--- src/rtl/cmp_stim_gen_pkg.sv ---
// Shared definitions for the equality-comparator stimulus sequencer:
// FSM encodings, the Gray-ordered vector table and the reference model.
package cmp_pkg;

  typedef enum logic [1:0] {
    ST_IDLE  = 2'd0,
    ST_DRIVE = 2'd1,
    ST_DONE  = 2'd2
  } state_e;

  // (x,y) per vector index; neighbouring entries differ in one bit and the
  // last entry is one bit away from the first, so passes also wrap in Gray order.
  localparam logic [1:0] GRAY_TABLE [0:3] = '{2'b00, 2'b10, 2'b11, 2'b01};

  // Look up the {x,y} pair presented for a vector index.
  function automatic logic [1:0] gray_vec(input logic [1:0] idx);
    return GRAY_TABLE[idx];
  endfunction

  // Reference result of the 1-bit equality comparator.
  function automatic logic exp_z(input logic x, input logic y);
    return ~(x ^ y);
  endfunction

endpackage

--- src/rtl/cmp_stim_gen_hold_timer.sv ---
// Loadable down-counter that measures how long each vector is held.
// tc marks the last cycle of a hold window (count 0).
module hold_timer #(
  parameter int HOLD = 20
) (
  input  logic clk,
  input  logic rst,
  input  logic load,
  input  logic en,
  output logic tc
);

  // HOLD >= 2, so HOLD-1 always fits in $clog2(HOLD) bits.
  localparam int TW = $clog2(HOLD);

  logic [TW-1:0] count_r;

  // Load the window length on a new vector, otherwise count down to 0 and stop.
  always_ff @(posedge clk) begin
    if (rst) begin
      count_r <= {TW{1'b0}};
    end else if (load) begin
      count_r <= TW'(HOLD - 1);
    end else if (en && (count_r != {TW{1'b0}})) begin
      count_r <= count_r - {{(TW-1){1'b0}}, 1'b1};
    end else begin
      count_r <= count_r;
    end
  end

  assign tc = (count_r == {TW{1'b0}});

endmodule

--- src/rtl/cmp_stim_gen.sv ---
// Stimulus sequencer and checker for a 1-bit equality comparator.
// Walks x/y through the Gray-ordered vectors REPEAT times, holding each for
// HOLD cycles, samples z in the last cycle of each window and keeps
// saturating vector/mismatch counts plus a sticky error flag.
module cmp_stim_gen
  import cmp_pkg::*;
#(
  parameter int HOLD   = 20,
  parameter int REPEAT = 1,
  parameter int CW     = 8
) (
  input  logic          clk,
  input  logic          rst,
  input  logic          start,
  input  logic          z,
  output logic          x,
  output logic          y,
  output logic          busy,
  output logic          done,
  output logic [CW-1:0] vec_cnt,
  output logic [CW-1:0] err_cnt,
  output logic          err
);

  localparam int PW = (REPEAT > 1) ? $clog2(REPEAT) : 1;
  localparam logic [PW-1:0] LAST_PASS = PW'(REPEAT - 1);
  localparam logic [CW-1:0] CNT_MAX   = {CW{1'b1}};
  localparam logic [CW-1:0] CNT_ONE   = {{(CW-1){1'b0}}, 1'b1};

  state_e        state_r, state_s;
  logic [1:0]    idx_r, idx_s;
  logic [PW-1:0] pass_r, pass_s;
  logic          x_r, x_s, y_r, y_s;
  logic          busy_r, busy_s, done_r, done_s;
  logic [CW-1:0] vec_cnt_r, vec_cnt_s, err_cnt_r, err_cnt_s;
  logic          err_r, err_s;
  logic          load_s, en_s, tc_s;

  hold_timer #(.HOLD(HOLD)) u_hold_timer (
    .clk  (clk),
    .rst  (rst),
    .load (load_s),
    .en   (en_s),
    .tc   (tc_s)
  );

  assign en_s = (state_r == ST_DRIVE);

  // FSM state register.
  always_ff @(posedge clk) begin
    if (rst) begin
      state_r <= ST_IDLE;
    end else begin
      state_r <= state_s;
    end
  end

  // Next state plus next values of every registered output and counter.
  always_comb begin
    state_s   = state_r;
    idx_s     = idx_r;
    pass_s    = pass_r;
    x_s       = x_r;
    y_s       = y_r;
    busy_s    = busy_r;
    done_s    = 1'b0;
    vec_cnt_s = vec_cnt_r;
    err_cnt_s = err_cnt_r;
    err_s     = err_r;
    load_s    = 1'b0;
    case (state_r)
      ST_IDLE: begin
        x_s    = 1'b0;
        y_s    = 1'b0;
        busy_s = 1'b0;
        if (start) begin
          state_s    = ST_DRIVE;
          idx_s      = 2'd0;
          pass_s     = {PW{1'b0}};
          {x_s, y_s} = gray_vec(2'd0);
          busy_s     = 1'b1;
          vec_cnt_s  = {CW{1'b0}};
          err_cnt_s  = {CW{1'b0}};
          err_s      = 1'b0;
          load_s     = 1'b1;
        end else begin
          state_s = ST_IDLE;
        end
      end
      ST_DRIVE: begin
        if (tc_s) begin
          // Last cycle of the window: z reflects the vector currently on x/y.
          vec_cnt_s = (vec_cnt_r == CNT_MAX) ? vec_cnt_r : vec_cnt_r + CNT_ONE;
          if (z != exp_z(x_r, y_r)) begin
            err_cnt_s = (err_cnt_r == CNT_MAX) ? err_cnt_r : err_cnt_r + CNT_ONE;
            err_s     = 1'b1;
          end else begin
            err_cnt_s = err_cnt_r;
          end
          if ((idx_r == 2'd3) && (pass_r == LAST_PASS)) begin
            state_s = ST_DONE;
            x_s     = 1'b0;
            y_s     = 1'b0;
            busy_s  = 1'b0;
            done_s  = 1'b1;
          end else begin
            idx_s      = idx_r + 2'd1;
            pass_s     = (idx_r == 2'd3) ? pass_r + {{(PW-1){1'b0}}, 1'b1} : pass_r;
            {x_s, y_s} = gray_vec(idx_r + 2'd1);
            load_s     = 1'b1;
          end
        end else begin
          state_s = ST_DRIVE;
        end
      end
      ST_DONE: begin
        state_s = ST_IDLE;
        x_s     = 1'b0;
        y_s     = 1'b0;
        busy_s  = 1'b0;
      end
      default: begin
        state_s = ST_IDLE;
        x_s     = 1'b0;
        y_s     = 1'b0;
        busy_s  = 1'b0;
      end
    endcase
  end

  // Datapath and output registers.
  always_ff @(posedge clk) begin
    if (rst) begin
      idx_r     <= 2'd0;
      pass_r    <= {PW{1'b0}};
      x_r       <= 1'b0;
      y_r       <= 1'b0;
      busy_r    <= 1'b0;
      done_r    <= 1'b0;
      vec_cnt_r <= {CW{1'b0}};
      err_cnt_r <= {CW{1'b0}};
      err_r     <= 1'b0;
    end else begin
      idx_r     <= idx_s;
      pass_r    <= pass_s;
      x_r       <= x_s;
      y_r       <= y_s;
      busy_r    <= busy_s;
      done_r    <= done_s;
      vec_cnt_r <= vec_cnt_s;
      err_cnt_r <= err_cnt_s;
      err_r     <= err_s;
    end
  end

  assign x       = x_r;
  assign y       = y_r;
  assign busy    = busy_r;
  assign done    = done_r;
  assign vec_cnt = vec_cnt_r;
  assign err_cnt = err_cnt_r;
  assign err     = err_r;

endmodule

--- config.mk ---
export PLATFORM = sky130hd
export DESIGN_NAME = cmp_stim_gen
export DESIGN_NICKNAME = d
export VERILOG_FILES = /design/src/rtl/cmp_stim_gen_pkg.sv /design/src/rtl/cmp_stim_gen_hold_timer.sv /design/src/rtl/cmp_stim_gen.sv
export SDC_FILE = /design/constraint.sdc
export NUM_CORES = 1
export LEC_CHECK = 0
export ABC_CLOCK_PERIOD_IN_PS = 2400
export BUFFER_PORTS_ARGS = -buffer_cell sky130_fd_sc_hd__buf_2
export CORE_ASPECT_RATIO = 1.1
export CORE_MARGIN = 2
export CORE_UTILIZATION = 50
export DETAILED_ROUTE_END_ITERATION = 7
export PLACE_DENSITY_LB_ADDON = 0.05
export SYNTH_ARGS = -nofsm -noshare
export SYNTH_HDL_FRONTEND = slang
export SYNTH_SLANG_ARGS = --single-unit
--- constraint.sdc ---
create_clock -name clk -period 2.4 [get_ports clk]
set_clock_uncertainty 0.05 [all_clocks]
set_input_delay 0.72 -clock clk [delete_from_list [all_inputs] [get_ports clk]]
set_output_delay 0.72 -clock clk [all_outputs]
set_load 0.01 [all_outputs]
Word-level counts from Yosys, hierarchy flattened
Cells that the tools add are included.
W data, S select, Z words.
{"block": "word_totals", "regBits": 31, "input_bits": 4, "out_inout_bits": 21}
{"block": "classes", "add_sub_neg": 5, "order_cmp": 1, "n_eq_ne": 14, "muxes": 39, "bitwise": 6, "reduce_logical": 16}
{"op": "$mux W8", "n": 6}
{"op": "$pmux W8 S2", "n": 2}
{"op": "$add A8 B1 Y8 const B", "n": 2}
{"op": "$eq A8 B8 Y1 const B", "n": 2}
{"op": "$ne A2 B2 Y1 const B", "n": 8}
{"op": "$mux W1", "n": 15}
{"op": "$mux W2", "n": 7}
{"op": "$reduce_and A4 Y1", "n": 3}
{"op": "$mux W5", "n": 2}
{"op": "$reduce_and A5 Y1", "n": 2}
{"op": "$pmux W1 S2", "n": 4}
{"op": "$pmux W2 S2", "n": 2}
{"op": "$logic_not A5 Y1", "n": 1}
{"op": "$reduce_bool A5 Y1", "n": 1}
{"op": "$sub A5 B1 Y5 const B", "n": 1}
{"op": "$bmux W2 S2", "n": 1}
{"op": "$not A1 Y1", "n": 4}
{"op": "$reduce_bool A2 Y1", "n": 2}
{"op": "$reduce_or A2 Y1", "n": 2}
{"op": "$ge A3 B3 Y1 const B", "n": 1}
{"op": "$ne A3 B3 Y1 const B", "n": 1}
{"op": "$not A2 Y3", "n": 1}
{"op": "$reduce_or A3 Y1", "n": 1}
{"op": "$add A2 B1 Y2 const B", "n": 1}
{"op": "8 further kinds", "n": 9}

Depth between registers and ports, before layout
{"block": "depth", "depth_word": 6, "mapped_depth": 7, "mapped_depth_nobuf": 6}

Hierarchy
From an unflattened synthesis, not the netlist that was laid out.
{"block": "hier_totals", "cells_unflattened": 180, "hier_area_um2": 1594.0}
{"module": "cmp_stim_gen", "n_inst": 1, "cells_per_inst": 149, "area_each_um2": 1306.3, "seq_area_each_um2": 520.5}
{"module": "hold_timer", "n_inst": 1, "cells_per_inst": 31, "area_each_um2": 287.8, "seq_area_each_um2": 100.1}

Worst setup path after synthesis
No wires, ideal clock.
{"block": "synth_path", "path_type": "input-to-reg", "from": "in start", "to": "reg err_cnt_r[0] (netlist: err_cnt[0])", "t_arrival_ps": 1830, "required_ps": 2229, "path_slack_ps": 399, "stages": 4, "path_buffers": 0, "path_cell_list": "nor3b_2 -> a21oi_2 -> a211oi_1 -> mux2_2"}
{"block": "synth_via", "elab_chain_len": 2}
{"item": "from (decl)", "line": "cmp_stim_gen.sv:14", "text": "input logic start,"}
{"item": "$ne A2 B2 Y1 (no source line)"}
{"item": "$reduce_and A5 Y1 (no source line)"}
{"item": "to (signal assigned)", "line": "cmp_stim_gen.sv:141", "text": "err_cnt_r <= {CW{1'b0}};"}
{"item": "to (signal assigned)", "line": "cmp_stim_gen.sv:151", "text": "err_cnt_r <= err_cnt_s;"}
{"item": "to (decl)", "line": "cmp_stim_gen.sv:35", "text": "logic [CW-1:0] vec_cnt_r, vec_cnt_s, err_cnt_r, err_cnt_s;"}
Every way passes these cells.
A chain may end at the register's enable or synchronous reset.

Final worst setup path
{"block": "layout_path", "from": "reg vec_cnt_r[0] (netlist: vec_cnt[0])", "to": "reg vec_cnt_r[3] (netlist: vec_cnt[3])"}
{"block": "layout_via", "elab_chain_len": 4}
{"item": "from (decl)", "line": "cmp_stim_gen.sv:35"}
{"item": "from (signal assigned)", "line": "cmp_stim_gen.sv:140", "text": "vec_cnt_r <= {CW{1'b0}};"}
{"item": "from (signal assigned)", "line": "cmp_stim_gen.sv:150", "text": "vec_cnt_r <= vec_cnt_s;"}
{"item": "$add A8 B1 Y8", "line": "cmp_stim_gen.sv:93", "text": "vec_cnt_s = (vec_cnt_r == CNT_MAX) ? vec_cnt_r : vec_cnt_r + CNT_ONE;"}
{"item": "$mux W8", "line": "cmp_stim_gen.sv:93"}
{"item": "$mux W8", "line": "cmp_stim_gen.sv:91", "text": "if (tc_s) begin"}
{"item": "$pmux W8 S2", "line": "cmp_stim_gen.sv:71", "text": "case (state_r)"}
Parallel ways exist; a longest one is shown, timed or not. The select of a mux whose other input is x is not followed.

==> results_dict.tcl <==
set metrics [dict create \
    seq_power_share 0.412 \
    port_buffers 24 \
    holdWs_ns 0.439 \
    layoutNonFillerInstCount 245 \
    first_global_vias 1437 \
    synth-xor-area-share 0.0371 \
    syn_inst 184 \
    synth_top_flop_cell "dfxtp_1" \
    ios 25 \
    cp_max_fo 7 \
    tightest_slew_ns 0.710 \
    ys_seq_area_frac 0.391 \
    cts_tree "built" \
    antenna_left 0 \
    r2r_start "vec_cnt[0]" \
    place_ws_ns 0.253 \
    grtUsageTotal 0.218 \
    route.detailed.vias_per_inst 6.20 \
    fmax_mhz 485 \
    path_class "flip-flop to flip-flop" \
    dpl-instance-area_sq_um 1750 \
    fin_crit_sh 0.858 \
    vias 1520 \
    ir_drop_mv 0.648 \
    gr-total-overflow 0 \
    total_power_mw 1.37 \
    areaGrowthSynthToFinish_pct 16.6 \
    rr_worst_depth 5 \
    muxShareOfSynthArea 0.0197 \
    core_sq_um 3050 \
    nets 218 \
    yosys.area_share.simple 0.278 \
    synth_compound_area_frac 0.206 \
    dr.pass1.iters 5 \
    max-slew-margin-rel 0.524 \
    synth_edf_count 0 \
    die_area_sq_um 3640 \
    final_common_cell "dfxtp_1" \
    path_clk_slew_ns 0.10 \
    reg2reg_to "vec_cnt[3]" \
    startpoint "vec_cnt[0]" \
    synthArstFlopShare 0 \
    grt_pass1_wl_um 6230 \
    drc 0 \
    setup_viol 0 \
    p_int_mw 0.981 \
    status "complete, no violations" \
    place_inst 237 \
    period_minus_slack_ns 2.06 \
    clockRootBuffer "clkbuf_4" \
    finalHoldViolCount 0 \
    cp.required_ns 2.59 \
    layout_common_cells "31 x dfxtp_1, 24 x buf_2, 15 x nor3_1, 13 x nor2_1" \
    switchingPower_mw 0.389 \
    slowest_delay_ns 0.53 \
    grt_max_degree 27 \
    combPwrFrac 0.215 \
    start_util 0.521 \
    cts_hold_buf 0 \
    p_sw_frac 0.284 \
    worstSkewPairLatency_ns 0.33 \
    die_x_um 57.7 \
    numCtsBuffers 5 \
    syn_area_sq_um 1590 \
    fillers 280 \
    drv_slew 0 \
    endpoint "vec_cnt[3]" \
    fin_util 0.607 \
    path_depth 5 \
    wl_per_cell_um 15.3 \
    cp-end-kind "flip-flop" \
    h-tree-depth 2 \
    insertedDiodeCount 0 \
    cp_top_family "simple AND/OR/NAND/NOR gates" \
    crit_chain "ha_1 -> nand4_1 -> nor3_1 -> nor2_1 -> a311oi_1" \
    cp.arrival_ns 2.25 \
    drive_gt1_frac 0.204 \
    wl_um 3740 \
    fp-row-count 21 \
    synth_cell_types 44 \
    gp_routability_congestion 0.825 \
    ys_ff_latch 31 \
    cts_buffer_depth 2 \
    critPathLaunchType "flip-flop" \
    cts_sinks 31 \
    fin_ws_ns 0.340 \
    p_leak_nw 0.734 \
    yosys.area_share.adder 0.0315 \
    die_h_um 63.1 \
    synth_top_family_by_area "simple AND/OR/NAND/NOR gates" \
    path_buf_inv 0 \
    postSynthAreaPerCell_sq_um 8.62 \
    hold_path.class "flip-flop to flip-flop" \
    drtIter0Drc 86 \
    p_per_area_nw_per_um2 741 \
    post_cts_resized 0 \
    yosys_warnings 0 \
    drv_cap 0 \
    rsz0062_at_grt "false" \
    design_area_sq_um 1850 \
    ff2ff_setup_slack_ns 0.34 \
    tns_ns 0 \
    antenna_found_initial 0 \
    post-cts-setup-buffers 0 \
    crit_slowest_cell "nor3_1" \
    clkPwrFrac 0.373 \
    synthesis.nets 192 \
    hpwl_um 2530 \
]
layout make-up:
class                      instances  area, sq um  area share
clock buffer                       6         41.3      0.0223
clock inverter                     2         60.1      0.0325
inverter                           3         11.3     0.00609
multi-input combinational        139          908       0.491
sequential                        31          621       0.336
tap                               34         42.5      0.0230
timing repair buffer              30          165      0.0893
worst reg2reg max path: cells and delay by family (launching register included):
family                     cells  cell delay, ns
and+or+nand+nor                3            0.94
DFF                            1            0.44
AOI/OAI and AO/OA              1            0.29
adders and majority gates      1            0.25
registers in the layout (all words and copies together), names as in the netlist:
register,flops
busy,1
done,1
err,1
err_cnt,8
idx_r,2
pass_r,1
state_r,2
u_hold_timer.count_r,5
vec_cnt,8
x,1
y,1
routing by layer:
| layer | up-vias | part of all wire | global-route usage |
|---|---|---|---|
| li1 | 745 | - | - |
| met1 | 713 | 0.46 | 0.271 |
| met2 | 60 | 0.47 | 0.337 |
| met3 | 2 | 0.062 | 0.0678 |
| met4 | 0 | 0.0054 | 0.110 |
| met5 | - | 0 | 0 |
Yosys cell counts, types with 2 or more instances:
master / number / area, sq um
a211oi_1: 7 / 52.6
a21oi_1: 12 / 60.1
a311oi_1: 3 / 26.3
a31oi_1: 8 / 50.1
a41oi_1: 2 / 17.5
and3_1: 3 / 18.8
buf_2: 3 / 15.0
clkbuf_1: 6 / 22.5
dfxtp_1: 31 / 621
ha_1: 4 / 50.1
inv_1: 3 / 11.3
mux2i_1: 2 / 20.0
nand2_1: 12 / 45.0
nand2b_1: 4 / 25.0
nand3_1: 12 / 60.1
nand3b_1: 2 / 15.0
nand4_1: 3 / 18.8
nand4b_1: 2 / 17.5
nor2_1: 13 / 48.8
nor2b_1: 3 / 18.8
nor3_1: 15 / 75.1
nor4_1: 2 / 12.5
o211ai_1: 2 / 15.0
o21ai_0: 6 / 30.0
o31ai_1: 2 / 15.0
or4b_1: 2 / 20.0
xor2_1: 3 / 26.3
how the worst min path moves through the flow:
stage,slack (ns),from,to,depth (start not counted)
3_3_place_gp,0.39,idx_r[1],idx_r[1],2
4_1_cts,0.44,idx_r[1],idx_r[1],2
6_report,0.44,idx_r[1],idx_r[1],2
3_5_place_dp,0.43,idx_r[1],idx_r[1],2
5_1_grt,0.48,pass_r,pass_r,1
2_1_floorplan,0.39,idx_r[1],idx_r[1],2
cells by family after synthesis:
kind of cell               after synthesis
adders and majority gates                4
and+or+nand+nor                         79
xor gates and xnor gates                 5
muxes                                    3
AOI/OAI and AO/OA                       48
DFF                                     31
buffers and inverters                   14
power by group through the flow:
stage | clock network (mW) | logic [mW] | registers (mW)
6_report | 0.512 | 0.294 | 0.565
5_1_grt | 0.546 | 0.321 | 0.569
4_1_cts | 0.523 | 0.292 | 0.564
3_5_place_dp | 0 | 0.290 | 0.576
3_3_place_gp | 0 | 0.283 | 0.575
2_1_floorplan | 0 | 0.210 | 0.576
No activity file was read; power rests on OpenSTA's default activity.
